[src/rtl/fp_accumulator.sv]
// Packet-wise single-precision accumulator driving an external combinational fp adder.
// Define FP_ACC_SPECIAL_EN to skip Inf/NaN operands and flag them on the invalid output.
module fp_accumulator #(
  parameter int CNT_W = 16
) (
  input  logic             clk,
  input  logic             rst,
  input  logic             in_valid,
  output logic             in_ready,
  input  logic [31:0]      in_data,
  input  logic             in_last,
  output logic             out_valid,
  input  logic             out_ready,
  output logic [31:0]      out_data,
  output logic [CNT_W-1:0] out_count,
  output logic             invalid,
  output logic [31:0]      add_a,
  output logic [31:0]      add_b,
  input  logic [31:0]      add_s
);

  typedef enum logic {ACC, OUT} state_t;

  state_t             state_q, state_d;
  logic [31:0]        acc_q, acc_d;
  logic [CNT_W-1:0]   count_q, count_d;
  logic               invalid_q, invalid_d;
  logic               special_beat;

`ifdef FP_ACC_SPECIAL_EN
  assign special_beat = &in_data[30:23];
`else
  assign special_beat = 1'b0;
`endif

  assign add_a     = acc_q;
  assign add_b     = in_data;
  assign out_data  = acc_q;
  assign out_count = count_q;
  assign invalid   = invalid_q;

  // The acc register doubles as the result register, so the sum is visible one cycle after the last beat.
  always_comb begin
    state_d   = state_q;
    acc_d     = acc_q;
    count_d   = count_q;
    invalid_d = invalid_q;
    in_ready  = 1'b0;
    out_valid = 1'b0;
    case (state_q)
      ACC: begin
        in_ready = 1'b1;
        if (in_valid) begin
          if (special_beat) begin
            invalid_d = 1'b1;
          end else begin
            acc_d = add_s;
            if (count_q != {CNT_W{1'b1}}) begin
              count_d = count_q + CNT_W'(1);
            end
          end
          if (in_last) begin
            state_d = OUT;
          end
        end
      end
      OUT: begin
        out_valid = 1'b1;
        if (out_ready) begin
          state_d   = ACC;
          acc_d     = 32'h0000_0000;
          count_d   = '0;
          invalid_d = 1'b0;
        end
      end
      default: state_d = ACC;
    endcase
  end

  always_ff @(posedge clk) begin
    if (rst) begin
      state_q   <= ACC;
      acc_q     <= 32'h0000_0000;
      count_q   <= '0;
      invalid_q <= 1'b0;
    end else begin
      state_q   <= state_d;
      acc_q     <= acc_d;
      count_q   <= count_d;
      invalid_q <= invalid_d;
    end
  end

endmodule

[config.mk]
export PLATFORM = sky130hd
export DESIGN_NAME = fp_accumulator
export DESIGN_NICKNAME = d
export VERILOG_FILES = /design/src/rtl/fp_accumulator.sv
export SDC_FILE = /design/constraint.sdc
export NUM_CORES = 1
export LEC_CHECK = 0
export ABC_AREA = 1
export CORE_AREA = 3 3 106 83
export CTS_CLUSTER_DIAMETER = 40
export DETAILED_ROUTE_END_ITERATION = 16
export DIE_AREA = 0 0 109 86
export GPL_ROUTABILITY_DRIVEN = 0
export PLACE_DENSITY = 0.79
export SLEW_MARGIN = 20
export SYNTH_ARGS = -nofsm -noshare
export SYNTH_HDL_FRONTEND = slang
export SYNTH_SLANG_ARGS = --single-unit
[constraint.sdc]
create_clock -name clk -period 1.6 [get_ports clk]
set_input_delay 0.4 -clock clk [delete_from_list [all_inputs] [get_ports clk]]
set_output_delay 0.4 -clock clk [all_outputs]
set_load 0.1 [all_outputs]
==> impl_metrics.env, run 1 <==
export IMPL_finalWirelength_um=8030
export IMPL_start_util=0.355
export IMPL_cp_max_fo=12
export IMPL_avgSynthCellArea_um2=6.98
export IMPL_hold_class="reg2reg"
export IMPL_mostFrequentLayoutCell="nand2_1"
export IMPL_slew_violations=0
export IMPL_synth_top_area_frac=0.353
export IMPL_viasPerCell=4.58
export IMPL_hold_buffers=0
export IMPL_final_net_count=528
export IMPL_critPathRequiredTime_ns=1.20
export IMPL_grt_total_usage=0.168
export IMPL_finalHoldViolations=0
export IMPL_clock_sinks=49
export IMPL_leakagePower_nw=1.89
export IMPL_clk_pin_slew_worst_paths_ns=0.10
export IMPL_swShare=0.422
export IMPL_pwr_share_comb=0.440
export IMPL_area_growth_pct=70.1
export IMPL_syn_num_nets=468
export IMPL_fp_dieArea_um2=9370
export IMPL_p_clk_frac=0.200
export IMPL_wl_per_cell_um=14.2
export IMPL_drcViolationCount=0
export IMPL_grt_pass1_wl_um=12600
export IMPL_first_global_vias=2463
export IMPL_vdd_ir_drop_max_uv=562
export IMPL_cts_root_buf="clkbuf_8"
export IMPL_drv_cap=0
export IMPL_worst_hold_slack_ns=0.513
export IMPL_drtPass1Iterations=5
export IMPL_synth_warnings=0
export IMPL_run_status="finished, final reports clean"
export IMPL_yosysTopAreaCell="dfxtp_1"
export IMPL_synth_area_leaders="dfxtp_1 (35%), buf_4 (18%), nand2_1 (15%), a21oi_1 (7.0%), nor2_1 (3.9%)"
export IMPL_clock_path_buffers=2
export IMPL_worst_setup_path_type="reg2out"
export IMPL_drive_gt1_frac=0.405
export IMPL_path_cells="inv_4, buf_8, buf_12"
export IMPL_netlist_area_um2=2780
export IMPL_dp_hpwl_um=6270
export IMPL_antenna_found_initial=0
export IMPL_yosys_most_used_dff="dfxtp_1"
export IMPL_grt_overflow=0
export IMPL_fin_crit_sh=0.925
export IMPL_fill_cells=627
export IMPL_p_switching_mw=1.65
export IMPL_power_density_nw_per_um2=828
export IMPL_syn_inst=398
export IMPL_port_buffers=118
export IMPL_synth_edf_count=0
export IMPL_setup_viol=0
export IMPL_async_reset_ff_frac=0
export IMPL_fmax_ghz=0.675
export IMPL_mostFrequentLayoutCells="nand2_1 (114), buf_12 (85), a21oi_1 (39)"
export IMPL_worst_slack_ns=0.119
export IMPL_critPathMaxStageDelay_ns=0.37
export IMPL_holdPathStages=2
export IMPL_ys_seq_elements=49
export IMPL_die_w_um=109
export IMPL_finalClockSkew_ns=0.00425
export IMPL_antenna_cells=0
export IMPL_r2r_cells=10
export IMPL_cts_buffers=5
export IMPL_end_kind="output pin"
export IMPL_drt_iter0_markers=125
export IMPL_clk_latency_ns=0.29
export IMPL_p_int_mw=2.26
export IMPL_rsz0062_at_grt="no"
export IMPL_min_period_ns=1.48
export IMPL_crit_arrival_ns=1.08
export IMPL_cpMaxStageDelayCell="dfxtp_4"
export IMPL_ys_seq_area_frac=0.353
export IMPL_yosysUniqueCellTypes=28
export IMPL_ant_nets=0
export IMPL_seqPwrFrac=0.360
export IMPL_rows=28
export IMPL_dp_slack_ns=-0.104
export IMPL_htree_levels=2
export IMPL_die_h_um=86
export IMPL_critPathLaunchType="flop"
export IMPL_vias=2585
export IMPL_grt_start_max_net_pins=34
export IMPL_core_area_um2=7810
export IMPL_cts_tree="done"
export IMPL_ios=184
export IMPL_fin_util=0.604
[area by class of cell]
class                   count  area (µm²)  share of cell area
clock buffers               6        82.6              0.0175
clock inverters             2        13.8             0.00291
inverters                  30         118              0.0249
multi-input cells         241        1150               0.244
flip-flops and latches     49        1080               0.229
well taps                 105         131              0.0278
repair buffers            131        2140               0.454
[worst paths after layout]
path | startpoint | to | slack, ns
worst max-delay path | state_q$_SDFF_PP0_ | in_ready | 0.12
worst min-delay path | add_a[9]$_SDFFE_PP0P_ | add_a[9]$_SDFFE_PP0P_ | 0.51
worst max register to register | out_count[1]$_SDFFE_PP0P_ | out_count[10]$_SDFFE_PP0P_ | 0.14
worst min register to register | add_a[9]$_SDFFE_PP0P_ | add_a[9]$_SDFFE_PP0P_ | 0.51
[power groups by stage]
| stage | Combinational (mW) | Sequential (mW) | Clock, mW |
|---|---|---|---|
| after CTS | 1.70 | 1.42 | 0.797 |
| after detailed placement | 1.70 | 1.45 | 0 |
| after floorplan | 1.03 | 1.84 | 0 |
| after global routing | 1.78 | 1.42 | 0.849 |
| final | 1.72 | 1.41 | 0.780 |
| after global placement | 1.68 | 1.44 | 0 |
[critical path: cells and delay by family (launching register included)]
| family | cells | cell delay (ns) |
|---|---|---|
| flip-flops | 1 | 0.37 |
| buffers and inverters | 3 | 0.41 |
[repair_timing]
| action | in CTS | in global routing |
|---|---|---|
| endpoints found under the setup margin | 1 | 8 |
| pin swaps | 0 | 0 |
| setup buffers | 0 | 4 |
| gates resized for setup | 2 | 4 |
[synth_stat cells, types with 2 or more instances]
master and number:
nand4_1 2, a21oi_1 39, nor2_4 3, clkbuf_1 6
nor2_2 5, nand2_4 3, o21ai_0 9, nand3_1 14
buf_2 3, buf_4 68, inv_2 3, inv_1 26
dfxtp_1 49, nand2_1 114, a21oi_2 3, nor2_1 29
nand2_2 11
[state kept, by name, summed over array words and instances (netlist names)]
name       flops
add_a         32
out_count     16
state_q        1
[per-stage QoR]
step                total power, mW  cells  instance area (µm²)  setup TNS (ns)
global route                   4.05    564                 4720               0
floorplan                      2.87    398                 2890        -0.00733
CTS                            3.92    560                 4680               0
finish                         3.91    564                 4720               0
global placement               3.12    552                 4570          -0.319
detailed placement             3.14    552                 4570           -1.29
[routing by layer]
layer	wire length, µm	global-route usage	vias to the layer above
met3	649	0.0474	4
li1	-	-	1294
met4	42	0.0321	0
met2	4210	0.291	115
met1	3130	0.208	1172
met5	0	0	-
[kinds of logic after synthesis]
group,count (synthesis),synth area share
other,1,0.00135
AO/OA/AOI/OAI,52,0.0978
buffers and inverters,108,0.243
adder cells (fa/ha/maj),1,0.00451
XOR/XNOR,2,0.00631
AND/OR/NAND/NOR,185,0.294
flip-flops,49,0.353
No activity file was read; power rests on OpenSTA's default activity.
==> run 2, diff against run 1 <==
--- a/config.mk
+++ b/config.mk
@@ -6,12 +6,12 @@
 export NUM_CORES = 1
 export LEC_CHECK = 0
 export ABC_AREA = 1
-export CORE_AREA = 3 3 106 83
+export CORE_AREA = 3 3 102 80
 export CTS_CLUSTER_DIAMETER = 40
 export DETAILED_ROUTE_END_ITERATION = 16
-export DIE_AREA = 0 0 109 86
+export DIE_AREA = 0 0 105 83
 export GPL_ROUTABILITY_DRIVEN = 0
-export PLACE_DENSITY = 0.79
+export PLACE_DENSITY = 0.84
 export SLEW_MARGIN = 20
 export SYNTH_ARGS = -nofsm -noshare
 export SYNTH_HDL_FRONTEND = slang
==> constraint.sdc (replaced) <==
create_clock -name clk -period 1.71 [get_ports clk]
set_input_delay 0.4275 -clock clk [delete_from_list [all_inputs] [get_ports clk]]
set_output_delay 0.4275 -clock clk [all_outputs]
set_load 0.1 [all_outputs]
==> run 2 against run 1 <==
  * Global-route usage up 0.36 points
  * Hold slack got worse by 0.0019 ns
  * Power decreased by 6.5%
  * Combinational power decreased by 8%
  * Design area decreased by 2.2%
  * Register-to-register slack about the same
  * Wire length shrank 6.0%
  * Via count up 3.1%
  * Critical path type unchanged
  * Critical endpoint unchanged
==> impl_metrics.env, run 2 (synthesis gave the netlist of run 1 again) <==
export IMPL_power_density_nw_per_um2=791
export IMPL_cts_resized=0
export IMPL_finalWirelength_um=7550
export IMPL_final_area_um2=4620
export IMPL_path_cells="inv_2, buf_4, buf_12"
export IMPL_cpMaxStageDelayCell="dfxtp_4"
export IMPL_placed_cell_area_um2=4520
export IMPL_clock_sinks=49
export IMPL_crit_arrival_ns=1.21
export IMPL_rsz0062_at_grt="no"
export IMPL_slew_violations=0
export IMPL_rows=27
export IMPL_fin_crit_sh=0.957
export IMPL_htree_levels=2
export IMPL_area_growth_pct=66.3
export IMPL_grt_overflow=0
export IMPL_min_period_ns=1.64
export IMPL_largest_reg_flops=32
export IMPL_ios=184
export IMPL_design_power_total_mw=3.65
export IMPL_regArea_um2=1050
export IMPL_grt_pass1_wl_um=12600
export IMPL_clock_path_buffers=2
export IMPL_critPathLaunchType="flop"
export IMPL_hold_buffers=0
export IMPL_grt_start_max_net_pins=33
export IMPL_worst_slack_ns=0.0733
export IMPL_leakagePower_nw=1.86
export IMPL_ant_nets=0
export IMPL_dp_slack_ns=-0.0206
export IMPL_cp_buffers_inverters=3
export IMPL_final_net_count=524
export IMPL_cp_max_fo=9
export IMPL_end_kind="output pin"
export IMPL_core_area_um2=7230
export IMPL_postCtsSetupBuffers=0
export IMPL_grt_total_usage=0.171
export IMPL_drt_iter0_markers=135
export IMPL_run_status="finished, final reports clean"
export IMPL_finalClockSkew_ns=0.0108
export IMPL_fmax_ghz=0.611
export IMPL_cts_buffers=5
export IMPL_fill_cells=577
export IMPL_cts_root_buf="clkbuf_8"
export IMPL_vias=2665
export IMPL_wl_per_cell_um=13.6
export IMPL_antenna_cells=0
export IMPL_worst_setup_path_type="reg2out"
export IMPL_mostFrequentLayoutCell="nand2_1"
export IMPL_tns_ns=0
export IMPL_antenna_found_initial=0
export IMPL_finalHoldViolations=0
export IMPL_first_global_vias=2625
export IMPL_viasPerCell=4.80
export IMPL_clk_latency_ns=0.30
export IMPL_critPathRequiredTime_ns=1.28
export IMPL_vdd_ir_drop_max_uv=546
export IMPL_mostFrequentLayoutCells="nand2_1 (114), buf_12 (85), dfxtp_2 (46)"
export IMPL_hold_class="reg2reg"
export IMPL_drcViolationCount=0
export IMPL_start_util=0.384
export IMPL_crit_family="buffers and inverters"
export IMPL_setup_viol=0
export IMPL_critPathMaxStageDelay_ns=0.39
export IMPL_drive_gt1_frac=0.392
export IMPL_multiInputGateArea_um2=1120
export IMPL_port_buffers=118
export IMPL_drtPass1Iterations=5
export IMPL_drv_cap=0
export IMPL_dp_hpwl_um=6080
export IMPL_clk_pin_slew_worst_paths_ns=0.09
export IMPL_die_w_um=105
export IMPL_fp_dieArea_um2=8720
export IMPL_cts_tree="done"
export IMPL_fin_util=0.639
export IMPL_die_h_um=83
-- run 2: changes by cell type in the layout (fill, tap and decap cells not counted), moves of 2 or more --
cell	change
dfxtp_2	+12
dfxtp_4	-12
buf_4	-3
nor2_1	+2
-- run 2: stage by stage --
stage,hold slack (ns),cells
2_1_floorplan,0.561,398
6_report,0.511,555
3_5_place_dp,0.500,548
3_3_place_gp,0.493,548
4_1_cts,0.513,555
5_1_grt,0.541,555
-- run 2: worst reg2reg max path, delay by kind of cell, from the launching register on --
family          cells  cell delay [ns]
simple gates        6             0.58
flops               1             0.39
fa+ha+maj           1             0.22
compound gates      1             0.16
buf+inv             1             0.14
-- run 2: area by class of cell --
class,count,area share
timing repair buffer,127,0.456
multi-input combinational,241,0.243
sequential,49,0.227
tap,101,0.0274
inverter,30,0.0249
clock buffer,6,0.0203
clock inverter,1,0.00108
-- run 2: worst paths after layout --
path	slack, ns	end	depth (start not counted)	from
setup / recovery	0.07	in_ready	3	state_q$_SDFF_PP0_
hold / removal	0.51	add_a[27]$_SDFFE_PP0P_	2	add_a[27]$_SDFFE_PP0P_
setup reg to reg	0.13	out_count[0]$_SDFFE_PP0P_	9	out_count[0]$_SDFFE_PP0P_
hold reg to reg	0.51	add_a[27]$_SDFFE_PP0P_	2	add_a[27]$_SDFFE_PP0P_
-- run 2: routing by layer --
layer	track usage	share of wire
met1	0.205	0.41
met5	0	0
met4	0.0358	0.0077
met3	0.0451	0.076
met2	0.308	0.51
-- run 2: report_power, final --
group          internal (mW)  switching (mW)
Clock                  0.367           0.374
Sequential              1.22           0.121
Combinational          0.568            1.01
==> run 3, diff against run 2 <==
--- a/config.mk
+++ b/config.mk
@@ -11,6 +11,7 @@
 export DETAILED_ROUTE_END_ITERATION = 16
 export DIE_AREA = 0 0 105 83
 export GPL_ROUTABILITY_DRIVEN = 0
+export MAX_ROUTING_LAYER = met4
 export PLACE_DENSITY = 0.84
 export SLEW_MARGIN = 20
 export SYNTH_ARGS = -nofsm -noshare
==> run 3 against run 2 <==
  * Flip-flop and latch count is the same
  * Setup slack better by 0.0044 ns
  * Register-to-register slack about the same
  * Clock-buffer cell count unchanged
  * Power hardly changed
  * First-iteration DRC count down 18%
  * Utilization stayed put
  * Clock power hardly changed
  * Maximum frequency is 0.27% higher
  * Cell count stayed put
  * Sequential power about the same
==> impl_metrics.env, run 3 (synthesis gave the netlist of run 1 again) <==
export IMPL_die_w_um=105
export IMPL_fp_dieArea_um2=8720
export IMPL_start_util=0.384
export IMPL_min_period_ns=1.63
export IMPL_ios=184
export IMPL_clock_sinks=49
export IMPL_drt_iter0_markers=111
export IMPL_cpMaxStageDelayCell="dfxtp_4"
export IMPL_final_net_count=524
export IMPL_cts_resized=0
export IMPL_mostFrequentLayoutCells="nand2_1 (114), buf_12 (85), dfxtp_2 (46)"
export IMPL_cp_buffers_inverters=3
export IMPL_vias=2662
export IMPL_cts_root_buf="clkbuf_8"
export IMPL_worst_hold_slack_ns=0.511
export IMPL_crit_family="buffers and inverters"
export IMPL_area_growth_pct=66.3
export IMPL_clock_path_buffers=2
export IMPL_worst_setup_path_type="reg2out"
export IMPL_rows=27
export IMPL_drv_cap=0
export IMPL_die_h_um=83
export IMPL_design_power_total_mw=3.65
export IMPL_critPathMaxStageDelay_ns=0.39
export IMPL_rsz0062_at_grt="no"
export IMPL_fmax_ghz=0.613
export IMPL_cts_tree="done"
export IMPL_htree_levels=2
export IMPL_crit_arrival_ns=1.20
export IMPL_drtPass1Iterations=5
export IMPL_antenna_found_initial=0
export IMPL_drive_gt1_frac=0.392
export IMPL_tns_ns=0
export IMPL_core_area_um2=7230
export IMPL_grt_start_max_net_pins=33
export IMPL_rr_startpoint="out_count[0]$_SDFFE_PP0P_"
export IMPL_hold_buffers=0
export IMPL_grt_total_usage=0.176
export IMPL_end_kind="output pin"
export IMPL_first_global_vias=2624
export IMPL_antenna_cells=0
export IMPL_power_density_nw_per_um2=791
export IMPL_critPathRequiredTime_ns=1.28
export IMPL_finalHoldViolations=0
export IMPL_dp_hpwl_um=6080
export IMPL_viasPerCell=4.80
export IMPL_finalClockSkew_ns=0.0117
export IMPL_setup_viol=0
export IMPL_leakagePower_nw=1.86
export IMPL_cts_buffers=5
export IMPL_hold_class="reg2reg"
export IMPL_ant_nets=0
export IMPL_fill_cells=577
export IMPL_drcViolationCount=0
export IMPL_largest_reg_flops=32
export IMPL_mostFrequentLayoutCell="nand2_1"
export IMPL_dp_slack_ns=-0.0206
export IMPL_setup_worst_path_start="state_q$_SDFF_PP0_"
export IMPL_run_status="finished, final reports clean"
export IMPL_path_cells="inv_2, buf_4, buf_12"
export IMPL_finalWirelength_um=7540
export IMPL_slew_violations=0
export IMPL_fin_crit_sh=0.955
export IMPL_grt_overflow=0
export IMPL_clk_latency_ns=0.29
export IMPL_cp_max_fo=9
export IMPL_vdd_ir_drop_max_uv=546
export IMPL_grt_pass1_wl_um=12600
export IMPL_postCtsSetupBuffers=0
export IMPL_critPathLaunchType="flop"
export IMPL_wl_per_cell_um=13.6
export IMPL_port_buffers=118
export IMPL_hold_start="add_a[8]$_SDFFE_PP0P_"
export IMPL_clk_pin_slew_worst_paths_ns=0.09
export IMPL_worst_slack_ns=0.0777
[run 3: metrics by stage]
stage          cell area, µm²  utilization  instances
2_1_floorplan            2850            -        398
3_3_place_gp             4520        0.625        548
3_5_place_dp             4520        0.625        548
4_1_cts                  4620        0.639        555
5_1_grt                  4620        0.639        555
6_report                 4620        0.639        555
[run 3: cell type report]
cell class	instances	area (µm²)	area share
clock buffer	6	93.8	0.0203
clock inverter	1	5.00	0.00108
inverter	30	115	0.0249
multi-input combinational	241	1120	0.243
sequential	49	1050	0.227
tap	101	126	0.0274
timing repair buffer	127	2110	0.456
[run 3: layer usage]
metal  track usage  up-vias  part of all wire
met5             -        -                 0
met3        0.0396       10             0.069
met4        0.0358        0            0.0084
met2         0.308      124              0.51
li1              -     1274                 -
met1         0.209     1254              0.41
[run 3: worst paths after layout]
kind,to,slack (ns),cells after the start
worst min-delay path,add_a[8]$_SDFFE_PP0P_,0.51,2
worst max register to register,out_count[0]$_SDFFE_PP0P_,0.12,9
worst min register to register,add_a[8]$_SDFFE_PP0P_,0.51,2
worst max-delay path,in_ready,0.08,3
[run 3: where the power goes]
group          switching (mW)  internal (mW)
clock                   0.373          0.367
sequential              0.121           1.22
combinational            1.01          0.568
[run 3: worst register-to-register path: cells and delay by family, from the launching register on]
| family | cells | cell delay (ns) |
|---|---|---|
| and+or+nand+nor | 6 | 0.57 |
| DFF | 1 | 0.39 |
| adders and majority gates | 1 | 0.22 |
| AOI/OAI and AO/OA | 1 | 0.16 |
| buffers and inverters | 1 | 0.15 |
